## src/rtl/jtdd_adpcm_enc.sv

```systemverilog
// MSM5205-style 4-bit ADPCM encoder that records packed nibbles into paged sample memory.
// The predictor update is shared with jt5205 playback, so both sides track bit for bit.
module jtdd_adpcm_enc #(
    parameter bit HI_FIRST = 1'b1
) (
    input  logic        clk,
    input  logic        rst,
    input  logic        start,
    input  logic        stop,
    input  logic [7:0]  start_page,
    input  logic [7:0]  end_page,
    input  logic [11:0] pcm_in,
    input  logic        pcm_valid,
    output logic        pcm_ready,
    output logic [15:0] mem_addr,
    output logic [7:0]  mem_dout,
    output logic        mem_we,
    input  logic        mem_ok,
    output logic        busy,
    output logic        done
);

    typedef enum logic [1:0] {IDLE, WAIT, CALC, WRITE} state_t;

    localparam logic [10:0] STEP_TAB [0:48] = '{
        11'd16,   11'd17,   11'd19,   11'd21,   11'd23,   11'd25,   11'd28,   11'd31,
        11'd34,   11'd37,   11'd41,   11'd45,   11'd50,   11'd55,   11'd60,   11'd66,
        11'd73,   11'd80,   11'd88,   11'd97,   11'd107,  11'd118,  11'd130,  11'd143,
        11'd157,  11'd173,  11'd190,  11'd209,  11'd230,  11'd253,  11'd279,  11'd307,
        11'd337,  11'd371,  11'd408,  11'd449,  11'd494,  11'd544,  11'd598,  11'd658,
        11'd724,  11'd796,  11'd876,  11'd963,  11'd1060, 11'd1166, 11'd1282, 11'd1411,
        11'd1552
    };

    state_t             st, st_nx;
    logic [7:0]         page, page_inc;
    logic [8:0]         bcnt;
    logic               half, wrap, done_win;
    logic signed [11:0] pred, pred_nx;
    logic [5:0]         idx, idx_nx;
    logic [11:0]        sample;
    logic [3:0]         hold, code;
    logic [12:0]        step13, m0, m1, m2, delta;
    logic signed [12:0] d;
    logic signed [13:0] sum;
    logic [6:0]         adj, idx_sum;
    logic               b2, b1, b0;

    assign pcm_ready = st == WAIT;
    assign mem_we    = st == WRITE;
    assign mem_addr  = {page[6:0], bcnt};
    assign wrap      = bcnt == 9'd511;
    assign page_inc  = page + 8'd1;
    assign done_win  = st == WRITE && mem_ok && wrap && page_inc == end_page;

    // Greedy quantiser against step, step/2, step/4; delta is the matching reconstruction
    always_comb begin
        step13  = {2'b00, STEP_TAB[idx]};
        d       = $signed({sample[11], sample}) - $signed({pred[11], pred});
        m0      = d[12] ? (~d + 13'd1) : d;
        b2      = m0 >= step13;
        m1      = b2 ? m0 - step13 : m0;
        b1      = m1 >= (step13 >> 1);
        m2      = b1 ? m1 - (step13 >> 1) : m1;
        b0      = m2 >= (step13 >> 2);
        code    = {d[12], b2, b1, b0};
        delta   = (step13 >> 3) + (b2 ? step13 : 13'd0)
                + (b1 ? step13 >> 1 : 13'd0) + (b0 ? step13 >> 2 : 13'd0);
        sum     = d[12] ? 14'(pred) - 14'(delta) : 14'(pred) + 14'(delta);
        if (sum > 14'sd2047)       pred_nx = 12'sd2047;
        else if (sum < -14'sd2048) pred_nx = -12'sd2048;
        else                       pred_nx = sum[11:0];
        adj     = code[2] ? {3'b000, ({1'b0, code[1:0], 1'b0} + 4'd2)} : 7'h7F;
        idx_sum = {1'b0, idx} + adj;
        if (idx_sum[6])                idx_nx = 6'd0;
        else if (idx_sum[5:0] > 6'd48) idx_nx = 6'd48;
        else                           idx_nx = idx_sum[5:0];
    end

    always_comb begin
        st_nx = st;
        if (start)
            st_nx = (start_page == end_page) ? IDLE : WAIT;
        else if (stop)
            st_nx = IDLE;
        else begin
            case (st)
                WAIT:    if (pcm_valid) st_nx = CALC;
                CALC:    st_nx = half ? WRITE : WAIT;
                WRITE:   if (mem_ok) st_nx = done_win ? IDLE : WAIT;
                default: st_nx = IDLE;
            endcase
        end
    end

    always_ff @(posedge clk, posedge rst) begin
        if (rst) begin
            st       <= IDLE;
            page     <= 8'd0;
            bcnt     <= 9'd0;
            half     <= 1'b0;
            pred     <= 12'sd0;
            idx      <= 6'd0;
            sample   <= 12'd0;
            hold     <= 4'd0;
            mem_dout <= 8'd0;
            busy     <= 1'b0;
            done     <= 1'b0;
        end else begin
            st   <= st_nx;
            done <= 1'b0;
            if (start) begin
                page <= start_page;
                bcnt <= 9'd0;
                half <= 1'b0;
                pred <= 12'sd0;
                idx  <= 6'd0;
                busy <= start_page != end_page;
                done <= start_page == end_page;
            end else if (stop) begin
                busy <= 1'b0;
                half <= 1'b0;
            end else begin
                case (st)
                    WAIT: if (pcm_valid) sample <= pcm_in;
                    CALC: begin
                        pred <= pred_nx;
                        idx  <= idx_nx;
                        half <= ~half;
                        if (!half) hold <= code;
                        else mem_dout <= HI_FIRST ? {hold, code} : {code, hold};
                    end
                    WRITE: if (mem_ok) begin
                        bcnt <= bcnt + 9'd1;
                        if (wrap) page <= page_inc;
                        if (done_win) begin
                            done <= 1'b1;
                            busy <= 1'b0;
                        end
                    end
                    default: ;
                endcase
            end
        end
    end

endmodule

```

## config.mk

```make
export PLATFORM = sky130hd
export DESIGN_NAME = jtdd_adpcm_enc
export DESIGN_NICKNAME = d
export VERILOG_FILES = /design/src/rtl/jtdd_adpcm_enc.sv
export SDC_FILE = /design/constraint.sdc
export NUM_CORES = 1
export LEC_CHECK = 0
export BUFFER_PORTS_ARGS = -buffer_cell sky130_fd_sc_hd__buf_4
export CELL_PAD_IN_SITES_DETAIL_PLACEMENT = 0
export CELL_PAD_IN_SITES_GLOBAL_PLACEMENT = 1
export CORE_AREA = 2 2 140 142
export CTS_CLUSTER_DIAMETER = 150
export DETAILED_ROUTE_END_ITERATION = 12
export DIE_AREA = 0 0 142 144
export PLACE_DENSITY = 0.85
export SLEW_MARGIN = 0
export SYNTH_ARGS = -nofsm -noshare
export SYNTH_HDL_FRONTEND = slang
export SYNTH_SLANG_ARGS = --single-unit
```

## constraint.sdc

```tcl
create_clock -name clk -period 42.6 [get_ports clk]
set_input_delay 0 -clock clk [delete_from_list [all_inputs] [get_ports clk]]
set_output_delay 0 -clock clk [all_outputs]
set_load 0.01 [all_outputs]
```

==> results.yml, run 1 <==
placement:
  gp_congestion: 0.9458
  dpl.hpwl_um: 16740
  io_buffers: 61
yosys:
  synthFlopType: "dfrtp_1"
  synth.largest_area_cell: "dfrtp_1"
  synthTopCellsByArea: "dfrtp_1 19%, ha_1 13%, xnor2_1 5.6%"
  syn-instance-count: 1032
  syn_area_um2: 8381
  synth-edff-count: 0
  synth_cell_types: 73
  async_reset_ff_frac: 1.000
  netlist.area_leader.share: 0.1911
  avgSynthCellArea_um2: 8.121
  yosysWarningCount: 0
  ys_ff_latch: 64
  syn-num-nets: 1175
  synth_common_cells: "91 x a21oi_1, 87 x ha_1, 81 x nor2_1"
  ys_seq_area_frac: 0.1911
  yosysMostFrequentCell: "a21oi_1"
sta:
  fin_crit_ns: 17.68
  tns_ns: 0
  timing.fmax_ghz: 0.05656
  hold_viol_final: 0
  rsz0062_at_grt: "false"
  worst_pin_slew_ns: 1.206
  post-route-period-util: 0.4150
  slew-limit-headroom: 0.1878
  hold_slack_ns: 0.04742
  fin_skew_ns: 0.01040
  finalMaxSlewViolations: 0
  setup_viol: 0
run:
  drv_cap: 0
detailed_routing:
  vias: 7631
  drt_iter0_markers: 482
  via_per_inst: 5.712
  final_antenna_net_count: 0
  wl_um: 21480
  wl_per_cell_um: 16.08
  drt-pass1-iter-count: 5
  route.detailed.drc: 0
critical_path:
  path_class: "reg2reg"
  slowest_delay_ns: 0.80
  ff2ff_path_depth: 61
  endpoint_kind: "flip-flop"
  cp_common_cell: "a21o_1"
  r2r_start: "pred[0]"
  startpoint_type: "flip-flop"
  cp.required_ns: 42.88
  r2r_slack_ns: 24.92
  worstPathMaxFanout: 24
  arrival_ns: 17.96
  r2r-end: "pred[8]"
  cp_slowest_cell: "nand4_1"
cells_and_area:
  area_growth_pct: 13.99
  utilization: 0.5007
  final_nets: 1236
  drive_gt1_frac: 0.1202
  fillers: 1842
  num_antenna_cells: 0
min_path:
  hp-class: "in2reg"
  min_from: "mem_ok"
  hold_path_end: "st[1]"
  min_delay_path_depth: 4
grt:
  grt_usage: 0.2164
  grt_pass1_wl_um: 35690
  grt_overflow: 0
  grt_max_degree: 65
  grt_pass1_vias: 7235
  antenna_found_initial: 0
clock_network:
  cts_root_buf: "clkbuf_16"
  cts_max_path_buffers: 2
  cts_buffers: 9
  postCtsHoldBufs: 25
  cts_tree: "done"
  postCtsSetupBuffers: 0
  clkLatencyLatePin_ns: 0.35
  post_cts_resized: 0
  path_clk_slew_ns: 0.06
  h-tree-depth: 3
  cts_sinks: 64
run_status:
  status: "finished clean"
die:
  dieArea_um2: 20450
  row_count: 51
  ios: 62
  initial_core_util: 0.4392
  core_area_um2: 19080
  die_w_um: 142
  dieHeight_um: 144
[how the worst max path moves through the flow]
stage / endpoint / slack [ns] / start / cells past startpoint
after floorplan: pred[10] / 28.33 / pred[0] / 64
after global placement: pred[2] / 25.55 / pred[0] / 61
after detailed placement: pred[9] / 25.03 / pred[0] / 61
after CTS: pred[9] / 25.01 / pred[0] / 61
after global routing: pred[5] / 23.15 / pred[0] / 61
final: pred[8] / 24.92 / pred[0] / 61
[placed cells by master (no fill, tap or decap), types with 7 or more instances in the layout]
cell type / synthesis / layout
a21oi_1: 91 / 91
ha_1: 87 / 87
nor2_1: 81 / 81
nand2_1: 78 / 78
inv_1: 77 / 76
buf_4: 7 / 66
dfrtp_1: 64 / 64
o21ai_0: 58 / 58
xnor2_1: 54 / 54
a21o_1: 34 / 34
xor2_1: 32 / 32
mux2_2: 29 / 29
nand3_1: 26 / 26
dlygate4sd3_1: 0 / 25
fa_1: 22 / 22
nor3_1: 20 / 20
nand2b_1: 15 / 15
nor2b_1: 14 / 14
nand4_1: 14 / 14
and3_1: 13 / 13
and2_1: 13 / 13
a221o_1: 13 / 13
a211oi_1: 9 / 9
o211ai_1: 9 / 9
a41oi_1: 9 / 9
clkbuf_16: 0 / 9
or2_2: 8 / 8
mux2i_1: 8 / 8
o21a_1: 7 / 7
o21bai_1: 7 / 7
[area by class of cell]
type	instances	area, um2	area share
Tap cell	238	297.8	0.03117
Inverter	77	289.0	0.03026
Multi-Input combinational cell	850	6294	0.6588
Clock buffer	9	225.2	0.02358
Sequential cell	64	1602	0.1676
Clock inverter	7	100.1	0.01048
Timing Repair Buffer	91	745.7	0.07806
[state kept, by name, summed over array words and instances (netlist names)]
name	count
pred	12
sample	12
bcnt	9
mem_dout	8
page	8
idx	6
hold	4
st	2
busy	1
done	1
half	1
[per-layer routing]
layer	up-vias	routed length, um	track usage	share of wire
li1	3860	-	-	-
met1	3598	10020	0.2903	0.47
met2	142	10180	0.3595	0.47
met3	31	760	0.02715	0.035
met4	0	519	0.07842	0.024
met5	-	0	0	0
[cells by family (layout without fill, tap and decap cells)]
group | count (synthesis) | count (layout) | share of synthesized area
buffers and inverters | 118 | 184 | 0.05793
muxes | 38 | 38 | 0.05121
AOI/OAI and AO/OA | 307 | 307 | 0.2454
xor gates and xnor gates | 86 | 86 | 0.08988
and+or+nand+nor | 310 | 310 | 0.1820
DFF | 64 | 64 | 0.1911
adders and majority gates | 109 | 109 | 0.1824
[worst max-delay path, delay by kind of cell, from the launching register on]
family	cells	cell delay, ns
fa+ha+maj	8	2.70
simple gates	15	4.47
compound gates	31	7.51
xor+xnor	3	0.63
mux	2	1.03
flops	1	0.42
buf+inv	2	0.81
[per-stage QoR]
step                      setup slack, ns  instance area [um2]  std cells
after floorplan                     28.33                 8381       1032
after global placement              25.55                 8977       1295
after detailed placement            25.03                 8977       1295
after CTS                           25.01                 9553       1336
after global routing                23.15                 9553       1336
final                               24.92                 9553       1336
Power of run 1 is left out: the tool's default activity adds up to more than one toggle a clock period on the data nets, which glitch-free logic cannot reach.
==> inputs of run 2 (changes only) <==
==> constraint.sdc (replaced) <==
create_clock -name clk -period 16.74 [get_ports clk]
set_input_delay 0 -clock clk [delete_from_list [all_inputs] [get_ports clk]]
set_output_delay 0 -clock clk [all_outputs]
set_load 0.01 [all_outputs]
==> run 2 against run 1 <==
Compared with the run above:
- cell count up 0.45%
- critical path depth unchanged
- via count up 0.68%
- non-clock buffer count up 6
- fmax up 14%
==> results.yml, run 2 (synthesized netlist as in run 1, its figures left out) <==
run_status:
  status: "finished clean"
cells_and_area:
  layout_common_cells: "90 x a21oi_1, 87 x ha_1, 81 x nor2_1"
  drive_gt1_frac: 0.1304
  biggestRegsByFlops: "pred x12, sample x12, bcnt x9"
  final_nets: 1242
  utilization: 0.5020
  num_antenna_cells: 0
  area_growth_pct: 14.29
  multi_input_area_um2: 6312
  seq_area_um2: 1602
  fillers: 1842
  instances_no_fill: 1342
  layout_commonest_cell: "a21oi_1"
grt:
  grt_usage: 0.2176
  antenna_found_initial: 0
  grt_pass1_vias: 7261
  grt_pass1_wl_um: 36380
  grt_overflow: 0
  grt_max_degree: 65
critical_path:
  slowest_delay_ns: 0.65
  startpoint_type: "flip-flop"
  endpoint_kind: "flip-flop"
  cp_top_family: "compound AO/OA/AOI/OAI gates"
  cp.required_ns: 16.95
  worstPathMaxFanout: 17
  critPathBufInv: 4
  arrival_ns: 15.78
  path_class: "reg2reg"
  cp_slowest_cell: "or3_1"
  cp_common_cell: "a21o_1"
sta:
  worst_pin_slew_ns: 1.090
  timing.fmax_ghz: 0.06425
  setup_ws_ns: 1.175
  slew-limit-headroom: 0.2733
  finalMaxSlewViolations: 0
  fin_skew_ns: 0.009607
  fin_crit_ns: 15.56
  tns_ns: 0
  post-route-period-util: 0.9298
  hold_viol_final: 0
  setup_viol: 0
detailed_routing:
  drt_iter0_markers: 542
  route.met2.wl_um: 10510
  top_layer_used: "met4"
  route.detailed.drc: 0
  wl_um: 21920
  drt-pass1-iter-count: 5
  via_per_inst: 5.725
  drt-met1-wl_um: 10430
  vias: 7683
  wl_per_cell_um: 16.33
  final_antenna_net_count: 0
  dr_wl_met3_um: 709
run:
  drv_cap: 0
die:
  ios: 62
  core_area_um2: 19080
  die_w_um: 142
  row_count: 51
  dieArea_um2: 20450
  dieHeight_um: 144
  initial_core_util: 0.4392
placement:
  dpl.hpwl_um: 16750
  gp_congestion: 0.8821
  io_buffers: 61
  place_inst: 1301
  dpl_worst_slack_ns: 0.5627
clock_network:
  cts_tree: "done"
  clkLatencyLatePin_ns: 0.34
  cts_sinks: 64
  cts_buffers: 9
  h-tree-depth: 3
  cts_root_buf: "clkbuf_16"
  path_clk_slew_ns: 0.06
  cts_max_path_buffers: 2
min_path:
  hp-class: "in2reg"
run 2: area by class of cell:
cell class,count,share of cell area
clock buffer,11,0.02639
clock inverter,5,0.004050
inverter,77,0.03018
multi-input combinational,850,0.6590
sequential,64,0.1672
tap,238,0.03109
timing repair buffer,97,0.08204
run 2: path summary, 6_finish.rpt:
check                             from          end  slack [ns]  depth (start not counted)
max                            pred[0]      pred[5]        1.18                         61
min                             mem_ok        st[1]        0.05                          4
max reg2reg                    pred[0]      pred[5]        1.18                         61
min reg2reg                mem_dout[2]  mem_dout[2]        0.49                          2
max in group asynchronous          rst       idx[3]       15.70                          4
min in group asynchronous          rst     pred[11]        0.49                          4
run 2: worst reg2reg max path, delay by kind of cell, from the launching register on:
family / cells / cell delay [ns]
mux: 2 / 0.66
flops: 1 / 0.41
xor+xnor: 3 / 0.87
simple gates: 12 / 2.70
fa+ha+maj: 8 / 2.72
buf+inv: 4 / 0.74
compound gates: 32 / 7.32
run 2: per-layer routing:
metal / vias to the layer above / GRT usage
li1: 3854 / -
met1: 3654 / 0.3056
met2: 157 / 0.3664
met3: 18 / 0.01954
met4: 0 / 0.04579
met5: - / 0
run 2: repair_timing:
item                                    4_1_cts  5_1_grt
hold buffers                                 23        0
setup buffers                                 0        2
hold endpoints to repair                     87        0
endpoints found under the setup margin        0       12
resized for setup                             0        7
run 2: through the flow:
stage,hold slack [ns],area (um2)
6_report,0.04885,9578
5_1_grt,0.08625,9578
4_1_cts,0.04353,9544
3_5_place_dp,0.2203,9022
3_3_place_gp,0.2139,9022
2_1_floorplan,0.1096,8381
Power of run 2 is left out for the same reason.
==> inputs of run 3 (changes only) <==
--- a/config.mk
+++ b/config.mk
@@ -12,7 +12,7 @@
 export CTS_CLUSTER_DIAMETER = 150
 export DETAILED_ROUTE_END_ITERATION = 12
 export DIE_AREA = 0 0 142 144
-export PLACE_DENSITY = 0.85
+export PLACE_DENSITY_LB_ADDON = 0.1
 export SLEW_MARGIN = 0
 export SYNTH_ARGS = -nofsm -noshare
 export SYNTH_HDL_FRONTEND = slang
==> run 3 against run 2 <==
Compared with the run above:
- register-to-register slack improved by 0.13 ns
- routed wire length rose by 1.9%
- critical path depth rose by 2
- sequential cell count did not move
- utilization rose by 0.22 points
- first-iteration DRC count fell by 22%
- setup slack improved by 0.13 ns
- sequential share of layout area fell by 0.072 points
- final area rose by 0.43%
- hold slack got worse by 0.043 ns
- non-clock buffer count fell by 2
- fmax rose by 0.83%
- critical path type unchanged
- largest cell class unchanged
==> results.yml, run 3 (synthesized netlist as in run 1, its figures left out) <==
die:
  initial_core_util: 0.4392
  row_count: 51
  core_area_um2: 19080
  ios: 62
  die_w_um: 142
  dieArea_um2: 20450
  dieHeight_um: 144
clock_network:
  cts_sinks: 64
  cts_root_buf: "clkbuf_16"
  postCtsSetupBuffers: 0
  path_clk_slew_ns: 0.06
  h-tree-depth: 3
  clkLatencyLatePin_ns: 0.35
  cts_buffers: 9
  cts_tree: "done"
  cts_max_path_buffers: 2
cells_and_area:
  seq_area_um2: 1602
  final_nets: 1240
  multi_input_area_um2: 6317
  layout_commonest_cell: "a21oi_1"
  instances_no_fill: 1340
  fillers: 1851
  stdcell_area_um2: 9619
  area_growth_pct: 14.78
  biggestRegsByFlops: "pred x12, sample x12, bcnt x9"
  drive_gt1_frac: 0.1307
  num_antenna_cells: 0
  layout_common_cells: "90 x a21oi_1, 87 x ha_1, 81 x nor2_1"
grt:
  grt_pass1_vias: 7244
  grt_busiest_layer: "met2"
  antenna_found_initial: 0
  met2_usage: 0.3529
  grt_overflow: 0
  grt_usage: 0.2271
  met3_usage: 0.02980
  grt_pass1_wl_um: 37030
  grt_max_degree: 65
  met1_usage: 0.3206
detailed_routing:
  final_antenna_net_count: 0
  via_per_inst: 5.657
  wl_um: 22340
  wl_per_cell_um: 16.67
  drt_iter0_markers: 425
  vias: 7580
  route.detailed.drc: 0
  drt-pass1-iter-count: 5
placement:
  placed_area_um2: 9030
  gp_congestion: 0.8492
  dpl.hpwl_um: 17550
  dpl_worst_slack_ns: 0.4499
  place_inst: 1302
  io_buffers: 61
sta:
  post-route-period-util: 0.9221
  hold_slack_ns: 0.005875
  finalMaxSlewViolations: 0
  slew-limit-headroom: 0.2800
  hold_viol_final: 0
  fin_crit_ns: 15.44
  fin_skew_ns: 0.01214
  setup_ws_ns: 1.304
  timing.fmax_ghz: 0.06478
  setup_viol: 0
  worst_pin_slew_ns: 1.080
critical_path:
  cp.required_ns: 16.96
  arrival_ns: 15.65
  slowest_delay_ns: 0.50
  cp_common_cell: "a21o_1"
  cp_slowest_cell: "o311ai_1"
  startpoint_type: "flip-flop"
  path_class: "reg2reg"
  worstPathMaxFanout: 19
  endpoint_kind: "flip-flop"
min_path:
  hp-class: "in2reg"
run:
  drv_cap: 0
run_status:
  status: "finished clean"
## run 3: cell count changes in the layout (fill, tap and decap cells not counted), sizes merged
cell and change:
bufinv +3, clkbuf -2, inv -2, buf -1, clkinv +1, dlygate4sd3 -1
## run 3: layer usage
metal	routed length, um	vias up
li1	-	3857
met1	11250	3563
met2	9837	124
met3	623	36
met4	626	0
met5	0	-
## run 3: metrics by stage
stage	setup TNS, ns	util
finish	0	0.5042
global route	-0.02996	0.5042
CTS	0	0.5029
detailed placement	0	0.4733
global placement	0	0.4733
floorplan	0	-
## run 3: what timing repair did
action,CTS,global route
hold buffers,22,0
resized for setup,0,8
endpoints found under the setup margin,0,12
hold endpoints to repair,86,0
## run 3: area by class of cell
cell class	count	share of cell area
clock inverters	7	0.01249
flip-flops and latches	64	0.1665
clock buffers	9	0.02341
inverters	77	0.03005
well taps	238	0.03096
repair buffers	95	0.07986
multi-input cells	850	0.6567
## run 3: worst paths after layout
path                        startpoint           to  slack [ns]  cells after the start
min in group asynchronous          rst      pred[5]        0.47                      4
setup reg to reg               pred[0]      pred[9]        1.30                     63
hold reg to reg            mem_dout[2]  mem_dout[2]        0.48                      2
hold / removal                   start      bcnt[7]       0.006                      2
max in group asynchronous          rst  mem_dout[7]       15.69                      4
setup / recovery               pred[0]      pred[9]        1.30                     63
## run 3: critical path: cells and delay by family, from the launching register on
family,cells,cell delay [ns]
adders and majority gates,9,3.00
xor gates and xnor gates,3,0.72
muxes,2,0.70
DFF,1,0.43
buffers and inverters,4,0.82
and+or+nand+nor,13,3.01
AOI/OAI and AO/OA,32,6.62
Power of run 3 is left out for the same reason.
